$ cat src/rtl/data_mem_arb_pkg.sv
// Shared types and constants for the data memory arbiter.
package data_mem_arb_pkg;

  typedef enum logic [1:0] {
    IDLE   = 2'd0,
    ACCESS = 2'd1,
    RESP   = 2'd2
  } arb_state_t;

  localparam logic PORT_CPU = 1'b0;
  localparam logic PORT_DBG = 1'b1;

  localparam int DEF_MEM_BYTES = 64;

endpackage

$ cat src/rtl/rr_pick2.sv
// Two-way round-robin chooser: a lone requester wins outright, a tie goes
// to the port that was not served last.
module rr_pick2
  import data_mem_arb_pkg::*;
(
  input  logic [1:0] req,
  input  logic       last_grant,
  output logic       valid,
  output logic       winner
);

  // Pure combinational pick; no state of its own.
  always_comb begin
    valid  = |req;
    winner = PORT_CPU;
    if (req == 2'b11) begin
      winner = ~last_grant;
    end else if (req[1]) begin
      winner = PORT_DBG;
    end
  end

endmodule

$ cat src/rtl/data_mem_arbiter.sv
// Two-port arbiter/sequencer in front of a 64-byte big-endian data memory.
// Each access: latch in IDLE, drive the memory for one ACCESS cycle, Ack in RESP.
// Optional build macro DATA_MEM_ARB_ALIGN_CHECK_EN: when defined, word
// addresses with Addr[1:0] != 0 are rejected as well as out-of-range ones.
module data_mem_arbiter
  import data_mem_arb_pkg::*;
#(
  parameter int ADDR_W    = 32,
  parameter int DATA_W    = 32,
  parameter int MEM_BYTES = DEF_MEM_BYTES
) (
  input  logic              CLK_in,
  input  logic              RST_in,
  input  logic              Req0_in,
  input  logic              Req1_in,
  input  logic              We0_in,
  input  logic              We1_in,
  input  logic [ADDR_W-1:0] Addr0_in,
  input  logic [ADDR_W-1:0] Addr1_in,
  input  logic [DATA_W-1:0] Wdata0_in,
  input  logic [DATA_W-1:0] Wdata1_in,
  output logic              Ack0_out,
  output logic              Ack1_out,
  output logic              Err0_out,
  output logic              Err1_out,
  output logic [DATA_W-1:0] Rdata_out,
  output logic [ADDR_W-1:0] Mem_Addr_out,
  output logic [DATA_W-1:0] Mem_Wdata_out,
  output logic              Mem_Read_en_out,
  output logic              Mem_Write_en_out,
  input  logic [DATA_W-1:0] Mem_Rdata_in
);

  // Highest address whose 4-byte word still fits; anything above it,
  // including addresses whose +3 wraps, lands outside the memory.
  localparam logic [ADDR_W-1:0] LAST_WORD = ADDR_W'(MEM_BYTES - 4);

  arb_state_t        state_reg, state_next;
  logic              last_grant_reg;
  logic              port_reg;
  logic              we_reg;
  logic              err_reg;
  logic [ADDR_W-1:0] addr_reg;
  logic [DATA_W-1:0] wdata_reg;
  logic [DATA_W-1:0] rdata_reg;

  logic              pick_valid;
  logic              pick_winner;
  logic              win_we;
  logic [ADDR_W-1:0] win_addr;
  logic [DATA_W-1:0] win_wdata;
  logic              win_err;
  logic [1:0]        ack_vec;
  logic [1:0]        err_vec;

  rr_pick2 u_pick (
    .req        ({Req1_in, Req0_in}),
    .last_grant (last_grant_reg),
    .valid      (pick_valid),
    .winner     (pick_winner)
  );

  // Select the winning port's request fields and classify the access.
  always_comb begin
    win_we    = pick_winner ? We1_in    : We0_in;
    win_addr  = pick_winner ? Addr1_in  : Addr0_in;
    win_wdata = pick_winner ? Wdata1_in : Wdata0_in;
`ifdef DATA_MEM_ARB_ALIGN_CHECK_EN
    win_err   = (win_addr > LAST_WORD) || (win_addr[1:0] != 2'b00);
`else
    win_err   = (win_addr > LAST_WORD);
`endif
  end

  // State register; reset asynchronously so the memory enables drop at once.
  always_ff @(posedge CLK_in or posedge RST_in) begin
    if (RST_in) begin
      state_reg <= IDLE;
    end else begin
      state_reg <= state_next;
    end
  end

  // Next-state logic and memory-side outputs, which are live only in ACCESS.
  always_comb begin
    state_next       = state_reg;
    Mem_Addr_out     = '0;
    Mem_Wdata_out    = '0;
    Mem_Read_en_out  = 1'b0;
    Mem_Write_en_out = 1'b0;
    case (state_reg)
      IDLE: begin
        if (pick_valid) state_next = ACCESS;
      end
      ACCESS: begin
        Mem_Addr_out     = addr_reg;
        Mem_Wdata_out    = wdata_reg;
        Mem_Write_en_out = we_reg & ~err_reg;
        Mem_Read_en_out  = ~we_reg & ~err_reg;
        state_next       = RESP;
      end
      RESP: begin
        state_next = IDLE;
      end
      default: begin
        state_next = IDLE;
      end
    endcase
  end

  // Request latch, read-data capture and round-robin history.
  always_ff @(posedge CLK_in or posedge RST_in) begin
    if (RST_in) begin
      last_grant_reg <= PORT_DBG;
      port_reg       <= PORT_CPU;
      we_reg         <= 1'b0;
      err_reg        <= 1'b0;
      addr_reg       <= '0;
      wdata_reg      <= '0;
      rdata_reg      <= '0;
    end else begin
      if ((state_reg == IDLE) && pick_valid) begin
        port_reg  <= pick_winner;
        we_reg    <= win_we;
        addr_reg  <= win_addr;
        wdata_reg <= win_wdata;
        err_reg   <= win_err;
      end
      if (state_reg == ACCESS) begin
        rdata_reg <= (~we_reg & ~err_reg) ? Mem_Rdata_in : '0;
      end
      if (state_reg == RESP) begin
        last_grant_reg <= port_reg;
      end
    end
  end

  // Per-port completion: only the latched winner sees Ack/Err in RESP.
  for (genvar gi = 0; gi < 2; gi++) begin : g_port_resp
    assign ack_vec[gi] = (state_reg == RESP) && (port_reg == 1'(gi));
    assign err_vec[gi] = ack_vec[gi] & err_reg;
  end

  assign Ack0_out  = ack_vec[0];
  assign Ack1_out  = ack_vec[1];
  assign Err0_out  = err_vec[0];
  assign Err1_out  = err_vec[1];
  assign Rdata_out = rdata_reg;

endmodule

$ cat config.mk
export PLATFORM = sky130hd
export DESIGN_NAME = data_mem_arbiter
export DESIGN_NICKNAME = d
export VERILOG_FILES = /design/src/rtl/data_mem_arb_pkg.sv /design/src/rtl/rr_pick2.sv /design/src/rtl/data_mem_arbiter.sv
export SDC_FILE = /design/constraint.sdc
export NUM_CORES = 1
export LEC_CHECK = 0
export BUFFER_PORTS_ARGS = -buffer_cell sky130_fd_sc_hd__buf_2
export CORE_MARGIN = 4
export CORE_UTILIZATION = 40
export CTS_CLUSTER_SIZE = 30
export DETAILED_ROUTE_END_ITERATION = 16
export GPL_TIMING_DRIVEN = 0
export PLACE_DENSITY = 0.85
export RECOVER_POWER = 25
export SLEW_MARGIN = 15
export SYNTH_ARGS = -nofsm -noshare
export SYNTH_HDL_FRONTEND = slang
export SYNTH_SLANG_ARGS = --single-unit
$ cat constraint.sdc
create_clock -name CLK_in -period 3.3 [get_ports CLK_in]
set_clock_uncertainty 0.1 [all_clocks]
set_input_delay 0 -clock CLK_in [delete_from_list [all_inputs] [get_ports CLK_in]]
set_output_delay 0 -clock CLK_in [all_outputs]
set_load 0.05 [all_outputs]
==> flow_summary.yaml <==
floorplan:
  io_pins: 268
  core-area_um2: 12100
  chipHeight_um: 119
  die_x_um: 119
  initial_core_util_pct: 40.9
  rows: 40
  dieArea_um2: 14200
synthesis:
  yosysTopAreaCell: "dfrtp_1"
  ys_warn_count: 0
  async_flop_share_pct: 100
  yosysMostFrequentCell: "dfrtp_1"
  syn-num-nets: 641
  synth_area_um2: 4940
  synth_common_cells: "101 x dfrtp_1, 69 x nand2_1, 66 x and2_1, 66 x o21ai_0, 65 x mux2i_1"
  yosysUniqueCellTypes: 30
  synth-edff-count: 0
  postSynthCellCount: 475
  avgSynthCellArea_um2: 10.4
  synth_area_leaders: "dfrtp_1 51%, mux2i_1 13%, and2_1 8.4%"
  ys_seq_area_share_pct: 51.7
  yosysTopAreaCellShare_pct: 51.2
  yosys_most_used_dff: "dfrtp_1"
  ys_ff_latch: 102
critical_path:
  r2r_cells: 6
  r2r_end: "addr_reg[27]$_DFFE_PP0P_"
  r2r_slack_ns: 0.89
  crit_family: "buffers and inverters"
  crit_fanout: 10
  cp_data_required_time_ns: 3.42
  cp_num_buf_inv: 3
  path_class: "flip-flop to flip-flop"
  crit_path_end_kind: "flip-flop"
  cp.depth: 6
  max_stage_delay_ns: 0.64
  slowest_stage: "dlygate4sd3_1"
  r2r-start: "last_grant_reg$_DFFE_PP1N_"
  cp.arrival_ns: 2.53
  cp-start-kind: "flip-flop"
  crit_chain: "a21boi_1 > buf_2 > buf_4 > mux2i_1 > dlygate4sd3_1 > o21ai_0"
global_route:
  grt_max_degree: 64
  grt_pass1_wl_mm: 32.2
  grt_usage_pct: 28.9
  grt_pass1_vias: 6172
  antenna_found_initial: 1
  gr-total-overflow: 0
worst_hold_path:
  min_path_type: "input port to flip-flop"
  hold_path_startpoint: "Addr1_in[29]"
  whs_endpoint: "err_reg$_DFFE_PP0P_"
  min_path_cells: 4
timing:
  fin_tns_setup_ns: 0
  drv_slew: 40
  hold-worst-slack_ns: 0.0391
  tightest_slew_ns: 1.91
  rsz0062_at_grt: "false"
  post-route-min-period_ns: 2.41
  period_share_pct: 73.0
  finalHoldViolCount: 0
  fmax_mhz: 415
  final-setup-viol-count: 0
  slew_headroom_pct: -28.0
  worst_slack_ns: 0.890
pwr:
  p_sw_mw: 2.82
  total_power_mw: 6.11
  clkPwrFrac_pct: 17.9
  vdd_drop_max_v: 0.000430
  pwr-share-seq_pct: 30.9
  leakagePower_nw: 4.41
  power.internal_mw: 3.29
  switching_share_pct: 46.2
  pwr-share-comb_pct: 51.2
  power.density_nw_per_um2: 723
finish:
  fillers: 840
  fin_util_pct: 70.0
  finalNonFillerCells: 1091
  final_nets: 1083
  final_layout_size_suffix_gt1_share_pct: 33.7
  syn2layout_area_growth_pct: 71.1
  stdcell_area_um2: 8450
drt:
  ant_nets: 0
  wl_per_cell_um: 18.9
  drc: 0
  viasPerCell: 5.24
  first_pass_iters: 5
  totalWireLength_mm: 20.6
  dr_total_vias: 5718
  drtIter0Drc: 372
clock_network:
  numCtsBuffers: 9
  clkTransAtPathRegs_ns: 0.07
  cts.sinks: 102
  cts_tree: "yes"
  clk-insertion-delay-late_ns: 0.34
  cts_resized: 0
  htreeDepth: 3
  ctsRootBufferMaster: "clkbuf_16"
  clockBufferDepth: 2
outcome:
  violations: "capacitance limit, slew limit"
  status: "complete, but fails checks"
placement:
  dpl.hpwl_mm: 12.6
  dp_slack_ns: 1.45
  gp_congestion: 0.958
  dp_cells: 911
  io_buffers: 267
  placed_area_um2: 6520
run:
  cap_violations: 1
==> worst min-delay path, delay by kind of cell <==
kind                   cells  cell delay, ns
AND/OR/NAND/NOR            1            0.05
AO/OA/AOI/OAI              2            0.30
buffers and inverters      1            0.10
==> worst max-delay path by stage <==
stage,start,endpoint,slack [ns]
2_1_floorplan,RST_in,Rdata_out[0]$_DFFE_PP0P_,0.53
3_3_place_gp,RST_in,addr_reg[10]$_DFFE_PP0P_,-0.62
3_5_place_dp,state_reg[1]$_DFFE_PP0P_,Mem_Addr_out[18],1.45
4_1_cts,last_grant_reg$_DFFE_PP1N_,addr_reg[27]$_DFFE_PP0P_,0.98
5_1_grt,last_grant_reg$_DFFE_PP1N_,addr_reg[27]$_DFFE_PP0P_,0.75
6_report,last_grant_reg$_DFFE_PP1N_,addr_reg[27]$_DFFE_PP0P_,0.89
==> cells by family after synthesis <==
group | synth area share (%)
DFF | 51.7
AOI/OAI and AO/OA | 13.6
buffers and inverters | 4.43
muxes | 13.2
and+or+nand+nor | 17.1
==> area by class of cell <==
cell class	count	area, um^2	share of cell area, %
Timing Repair Buffer	431	2990	35.4
Clock buffer	13	260	3.08
Buffer	36	204	2.41
Antenna cell	1	2.50	0.0296
Multi-Input combinational cell	333	2160	25.6
Sequential cell	102	2550	30.2
Clock inverter	3	42.5	0.504
Tap cell	168	210	2.49
Inverter	4	16.3	0.193
==> power groups by stage <==
stage	clock, mW	sequential [mW]	combinational, mW
finish	1.09	1.89	3.13
global route	1.16	1.93	3.37
CTS	1.11	1.87	3.07
detailed placement	0	1.89	2.83
global placement	0	1.87	2.80
floorplan	0	1.83	2.09
==> layout by cell type, fill, tap and decap left out, drive strengths merged, types with 2 or more instances in the layout <==
master	count
buf	286
dlygate4sd3	163
dfrtp	101
nand2	69
o21ai	67
and2	66
mux2i	65
a22o	32
clkbuf	31
nor4	12
nor2	5
nor3	4
inv	3
nand2b	2
nand4	2
clkinvlp	2
==> metal layers <==
layer	vias to the layer above	part of all wire [%]	GRT usage, %
met5	-	0	0
met4	0	6.1	18.0
met3	101	8.5	7.17
met2	370	48	48.2
met1	2713	37	33.1
li1	2534	-	-
==> repair_timing <==
action                                 CTS  global route
buffers inserted                         0             0
endpoints found under the hold margin  198             0
hold buffers                           163             0
Power figures use the tool's default switching activity.
